**src/rtl/spike_aer_encoder_if.sv**
```systemverilog
// Address-event bus between the AER encoder and its downstream consumer.
// Carries one event per valid/ready handshake: neuron address plus frame timestamp.
// Ports: master drives aer_valid/aer_addr/aer_ts and samples aer_ready; slave is the mirror.
interface spike_aer_encoder_if #(
  parameter int AW  = 2,
  parameter int TSW = 8
);
  logic           aer_valid;
  logic           aer_ready;
  logic [AW-1:0]  aer_addr;
  logic [TSW-1:0] aer_ts;

  modport master (
    output aer_valid,
    output aer_addr,
    output aer_ts,
    input  aer_ready
  );

  modport slave (
    input  aer_valid,
    input  aer_addr,
    input  aer_ts,
    output aer_ready
  );
endinterface

```
**src/rtl/spike_aer_encoder.sv**
```systemverilog
// Spike-to-AER encoder: serialises each frame's spike vector into address events, lowest index first.
// Latency: first event one cycle after an accepted frame_tick, then one event per cycle with no bubbles.
// Backpressure: event held stable while aer_ready is low; frame_ticks arriving mid-frame are dropped and counted.
//
// Ports:
//   clk_i          clock, all state on the rising edge
//   reset_i        synchronous active-high reset
//   enable_i       encoder enable; low aborts the current frame and ignores frame_ticks
//   frame_tick_i   one-cycle end-of-frame pulse, spikearray_i valid in the same cycle
//   spikearray_i   per-neuron spike flags of the completed frame
//   aer            AER event bus (master side)
//   frame_done_o   one-cycle pulse after the last event of an accepted frame (or an empty frame)
//   overrun_o      sticky: a frame_tick arrived while a frame was still being sent
//   drop_count_o   dropped-frame count, saturating at 255
//
// AW must satisfy 2**AW >= Nn so every neuron index is addressable.
module spike_aer_encoder #(
  parameter int Nn  = 4,
  parameter int AW  = 2,
  parameter int TSW = 8
) (
  input  logic                 clk_i,
  input  logic                 reset_i,
  input  logic                 enable_i,
  input  logic                 frame_tick_i,
  input  logic [Nn-1:0]        spikearray_i,
  spike_aer_encoder_if.master  aer,
  output logic                 frame_done_o,
  output logic                 overrun_o,
  output logic [7:0]           drop_count_o
);

  // One-hot codes so that any corrupted state register value is a distinct,
  // detectable encoding that the default branch steers back to IDLE.
  typedef enum logic [1:0] {
    IDLE = 2'b01,
    SEND = 2'b10
  } state_e;

  state_e         state_q;
  logic [Nn-1:0]  pending_q;
  logic [TSW-1:0] ts_count_q;
  logic [TSW-1:0] aer_ts_q;
  logic [AW-1:0]  aer_addr_q;
  logic           aer_valid_q;
  logic           frame_done_q;
  logic           overrun_q;
  logic [7:0]     drop_count_q;

  logic           tick_en;
  logic           handshake;
  logic [Nn-1:0]  pending_d;

  // Index of the lowest set bit; zero when the vector is empty.
  function automatic logic [AW-1:0] lowest_idx(input logic [Nn-1:0] v);
    logic [AW-1:0] idx;
    idx = '0;
    for (int i = Nn - 1; i >= 0; i--) begin
      if (v[i]) idx = AW'(i);
    end
    return idx;
  endfunction

  assign tick_en   = frame_tick_i & enable_i;
  assign handshake = aer_valid_q & aer.aer_ready;
  // The event on the bus is always the lowest pending bit, so clearing the
  // lowest set bit removes exactly the event just sent.
  assign pending_d = pending_q & (pending_q - Nn'(1));

  always_ff @(posedge clk_i) begin
    if (reset_i) begin
      state_q      <= IDLE;
      pending_q    <= '0;
      ts_count_q   <= '0;
      aer_ts_q     <= '0;
      aer_addr_q   <= '0;
      aer_valid_q  <= 1'b0;
      frame_done_q <= 1'b0;
      overrun_q    <= 1'b0;
      drop_count_q <= '0;
    end else begin
      frame_done_q <= 1'b0;

      // The frame counter advances on every enabled tick, accepted or dropped.
      if (tick_en) ts_count_q <= ts_count_q + TSW'(1);

      case (state_q)
        IDLE: begin
          aer_valid_q <= 1'b0;
          if (tick_en) begin
            aer_ts_q <= ts_count_q;
            if (spikearray_i != '0) begin
              pending_q   <= spikearray_i;
              aer_addr_q  <= lowest_idx(spikearray_i);
              aer_valid_q <= 1'b1;
              state_q     <= SEND;
            end else begin
              frame_done_q <= 1'b1;
            end
          end
        end

        SEND: begin
          if (!enable_i) begin
            // Abort: frame discarded silently, counters left alone.
            pending_q   <= '0;
            aer_valid_q <= 1'b0;
            state_q     <= IDLE;
          end else begin
            // A tick here (even on the last handshake) belongs to a frame we
            // cannot start yet, so it is dropped.
            if (frame_tick_i) begin
              overrun_q <= 1'b1;
              if (drop_count_q != 8'hFF) drop_count_q <= drop_count_q + 8'd1;
            end
            if (handshake) begin
              pending_q <= pending_d;
              if (pending_d != '0) begin
                aer_addr_q <= lowest_idx(pending_d);
              end else begin
                aer_valid_q  <= 1'b0;
                frame_done_q <= 1'b1;
                state_q      <= IDLE;
              end
            end
          end
        end

        default: begin
          state_q     <= IDLE;
          pending_q   <= '0;
          aer_valid_q <= 1'b0;
        end
      endcase
    end
  end

  assign aer.aer_valid = aer_valid_q;
  assign aer.aer_addr  = aer_addr_q;
  assign aer.aer_ts    = aer_ts_q;
  assign frame_done_o  = frame_done_q;
  assign overrun_o     = overrun_q;
  assign drop_count_o  = drop_count_q;

endmodule

```
**src/flat_wrapper.sv**
```systemverilog
// flat-port wrapper written by rule: the top's interface ports become plain ports
module spike_aer_encoder_flat 
#(
  parameter int Nn  = 4,
  parameter int AW  = 2,
  parameter int TSW = 8
)
  (clk_i, reset_i, enable_i, frame_tick_i, spikearray_i, frame_done_o, overrun_o, drop_count_o, aer_aer_valid, aer_aer_addr, aer_aer_ts, aer_aer_ready);
  spike_aer_encoder_if #(.AW(AW), .TSW(TSW)) aer_i ();
  input  logic clk_i;
  input  logic reset_i;
  input  logic enable_i;
  input  logic frame_tick_i;
  input  logic [Nn-1:0] spikearray_i;
  output logic frame_done_o;
  output logic overrun_o;
  output logic [7:0] drop_count_o;
  output wire logic [$bits(aer_i.aer_valid)-1:0] aer_aer_valid;
  output wire logic [$bits(aer_i.aer_addr)-1:0] aer_aer_addr;
  output wire logic [$bits(aer_i.aer_ts)-1:0] aer_aer_ts;
  input wire logic [$bits(aer_i.aer_ready)-1:0] aer_aer_ready;
  assign aer_aer_valid = aer_i.aer_valid;
  assign aer_aer_addr = aer_i.aer_addr;
  assign aer_aer_ts = aer_i.aer_ts;
  assign aer_i.aer_ready = aer_aer_ready;
  spike_aer_encoder #(.Nn(Nn), .AW(AW), .TSW(TSW)) u_core (.clk_i(clk_i), .reset_i(reset_i), .enable_i(enable_i), .frame_tick_i(frame_tick_i), .spikearray_i(spikearray_i), .aer(aer_i), .frame_done_o(frame_done_o), .overrun_o(overrun_o), .drop_count_o(drop_count_o));
endmodule
```
**config.mk**
```make
export PLATFORM = sky130hd
export DESIGN_NAME = spike_aer_encoder_flat
export DESIGN_NICKNAME = d
export VERILOG_FILES = /design/src/rtl/spike_aer_encoder_if.sv /design/src/rtl/spike_aer_encoder.sv /design/src/flat_wrapper.sv
export SDC_FILE = /design/constraint.sdc
export NUM_CORES = 1
export LEC_CHECK = 0
export CORE_AREA = 3 3 59 61
export CTS_BUF_LIST = sky130_fd_sc_hd__clkbuf_4
export CTS_CLUSTER_SIZE = 12
export DETAILED_ROUTE_END_ITERATION = 8
export DIE_AREA = 0 0 62 64
export PLACE_DENSITY = 0.95
export SYNTH_ARGS = -nofsm -noshare
export SYNTH_HDL_FRONTEND = slang
export SYNTH_SLANG_ARGS = --single-unit
```
**constraint.sdc**
```tcl
create_clock -name clk_i -period 2.9 [get_ports clk_i]
set_input_delay 0.29 -clock clk_i [delete_from_list [all_inputs] [get_ports clk_i]]
set_output_delay 0.29 -clock clk_i [all_outputs]
set_load 0.01 [all_outputs]
```
==> out/summary.txt <==
DP HPWL: 2.66 mm
Final net count: 246
CTS H-tree depth: 2
Post-synth ARST share: 0
Type of the tightest min-delay check: flip-flop to flip-flop
Clk Latency, worst-skew pair: 0.34 ns
Post-CTS sizing: 0
CTS Buf Count: 5
Clock tree buffer depth: 2
Crit path from: u_core.state_q[0]
Worst-margin pin slew: 0.655 ns
Unrepaired setup endpoints after global routing: false
GRT overflow: 0
Number of synthesized flops with an enable pin: 0
Worst reg2reg startpoint: u_core.state_q[0]
Vias per std cell: 5.92
Critical path fanouts, max: 10
Worst Setup Start Kind: flip-flop
Initial Util: 0.557
YS warnings: 0
Setup Buffers After CTS: 0
Clock skew: 0.00789 ns
Sequential share of the synthesized area: 0.416
Power density over the cells: 426 nW/um^2
Hold-fix buffers, CTS: 0
Worst vdd ir: 272 uV
# DRC: 0
DRT Pass-1 Iters: 4
Vias: 1639
Row count: 20
Sink Count: 35
First-pass GRT wire length: 6.37 mm
Vert. Die Dim: 64 um
Post-Synthesis Mean Instance Area: 8.22 sq um
Post-synth top cells: dfxtp_1 (35), nand2_1 (29), a21oi_1 (23)
Yosys cell types: 41
Main flop type after synthesis: dfxtp_1
Dpl cells: 270
Metal3 WL: 201 um
Tmin final: 1.83 ns
Most common cell in the synthesized netlist: dfxtp_1
#FFs+latches synth: 35
Min-delay src: u_core.aer.aer_ts[1]
Largest area contributor in the netlist: dfxtp_1
Total Negative Setup Slacks: 0 ns
Core area: 3030 sq um
Root buf cell: clkbuf_4
Die area: 3970 sq um
Routability cong.: 0.910
Vias in the first global route: 1490
Final hold vios: 0
GR Util All Layers: 0.212
Worst hold stages: 2
CP Data Required Time: 3.17 ns
WS Path Type: flip-flop to flip-flop
Hold endpoint: u_core.aer.aer_ts[1]
Syn nets: 218
Total wire length: 3.81 mm
Final Non-Filler Cells: 277
Upper clock frequency limit: 545 MHz
Max Cap Viol: 0
Final setup viols: 0
Flop2flop setup slack: 1.07 ns
Synth Instances: 205
Post-DRT Antenna Nets: 0
Post-Syn Area: 1690 sq um
Top layer in use: met4
Routed length on met1: 1.80 mm
WL per Instance: 13.8 um
LEAKAGE: 0.714 nW
Period utilization: 0.632
Worst path arrival time: 2.10 ns
P&R area growth vs syn: 21.5%
Critical path endpoint category: flip-flop
Share of layout cells above drive strength 1: 0.0472
IO Count: 30
Initial DRC Count: 109
CTS tree: built
Top post-synthesis cells by area: dfxtp_1 (42%), a21oi_1 (6.8%), nand2_1 (6.5%)
Largest net degree at the start of global routing: 17
R2R Path End: u_core.pending_q[2]
Initial antenna violation count: 0
Status: completed
Max-slew headroom: 0.562
R2r worst-path depth: 6
Max-slew violation count: 0
Routed wl met2: 1.73 mm
IO buf count: 29
Die width: 62 um
Reg clk slew, reported paths: 0.10 ns
N_diodes: 0
Top-area cell type share of the netlist area: 0.416
## placed cells by master (no fill, tap or decap), types with 2 or more instances in the layout
cell type / count
inv_1: 4
xor2_1: 6
nand3b_1: 3
clkdlybuf4s50_1: 29
buf_4: 2
xnor2_1: 5
ha_1: 4
a211oi_1: 3
a311oi_1: 2
nand3_1: 6
nand4_1: 7
or3_1: 3
o21ai_0: 11
nand2_1: 29
a211o_1: 2
dfxtp_1: 35
nor2_1: 18
clkbuf_4: 5
nor3_1: 4
a21oi_1: 23
a32oi_1: 2
and2_1: 3
or4_1: 4
and3_1: 3
## worst max-delay path by stage
stage	endpoint	slack, ns	cells past startpoint
floorplan	u_core.pending_q[3]	1.28	7
global placement	u_core.pending_q[3]	0.93	5
detailed placement	u_core.pending_q[3]	0.90	5
CTS	u_core.pending_q[2]	1.06	6
global route	u_core.aer.aer_addr[0]	0.93	6
finish	u_core.pending_q[2]	1.07	6
## flip-flops by register name (all words and copies together), names as in the netlist
signal / count
u_core.aer.aer_valid: 1
u_core.aer.aer_addr: 2
u_core.state_q: 2
u_core.ts_count_q: 8
u_core.aer.aer_ts: 8
u_core.frame_done_o: 1
u_core.overrun_o: 1
u_core.drop_count_o: 8
u_core.pending_q: 4
## metrics by stage
| step | cell area [sq um] | worst slack [ns] | total power, mW | hold slack [ns] | utilization |
|---|---|---|---|---|---|
| 2_1_floorplan | 1690 | 1.28 | 0.592 | 0.444 | - |
| 3_3_place_gp | 2000 | 0.931 | 0.633 | 0.444 | 0.661 |
| 3_5_place_dp | 2000 | 0.897 | 0.635 | 0.446 | 0.661 |
| 4_1_cts | 2050 | 1.06 | 0.876 | 0.459 | 0.676 |
| 5_1_grt | 2050 | 0.932 | 0.913 | 0.491 | 0.676 |
| 6_report | 2050 | 1.07 | 0.872 | 0.459 | 0.676 |
## final cells by class
cell class,count,area (sq um)
Inverter,4,15.0
Tap cell,44,55.1
Timing Repair Buffer,31,305
Fill cell,254,980
Sequential cell,35,701
Clock buffer,5,37.5
Clock inverter,2,8.76
Multi-Input combinational cell,156,926
## layer usage
layer / vias up / global-route usage
li1: 799 / -
met1: 770 / 0.282
met2: 62 / 0.302
met3: 8 / 0.0626
met4: 0 / 0.111
met5: - / 0
## kinds of logic after synthesis
kind of cell             after synthesis  synth area share
flip-flops                            35             0.416
AO/OA/AOI/OAI                         53             0.197
buffers and inverters                 14            0.0349
adder cells (fa/ha/maj)                4            0.0297
multiplexers                           1           0.00594
XOR/XNOR                              11            0.0572
AND/OR/NAND/NOR                       87             0.259
## critical path: stages, from the launching register on
cell and delay, ns:
dfxtp_1 0.34, inv_1 0.06, ha_1 0.35, nand2_1 0.19, o2bb2a_1 0.31, or4_1 0.39
a21oi_1 0.12
## report_power, final
part	internal, mW	switching (mW)	leakage (nW)	total (mW)
Sequential	0.494	0.0170	0.283	0.511
Clock	0.0858	0.160	0.0285	0.245
Combinational	0.0524	0.0629	0.402	0.115
Total	0.632	0.239	0.714	0.872
Power figures use the tool's default switching activity.
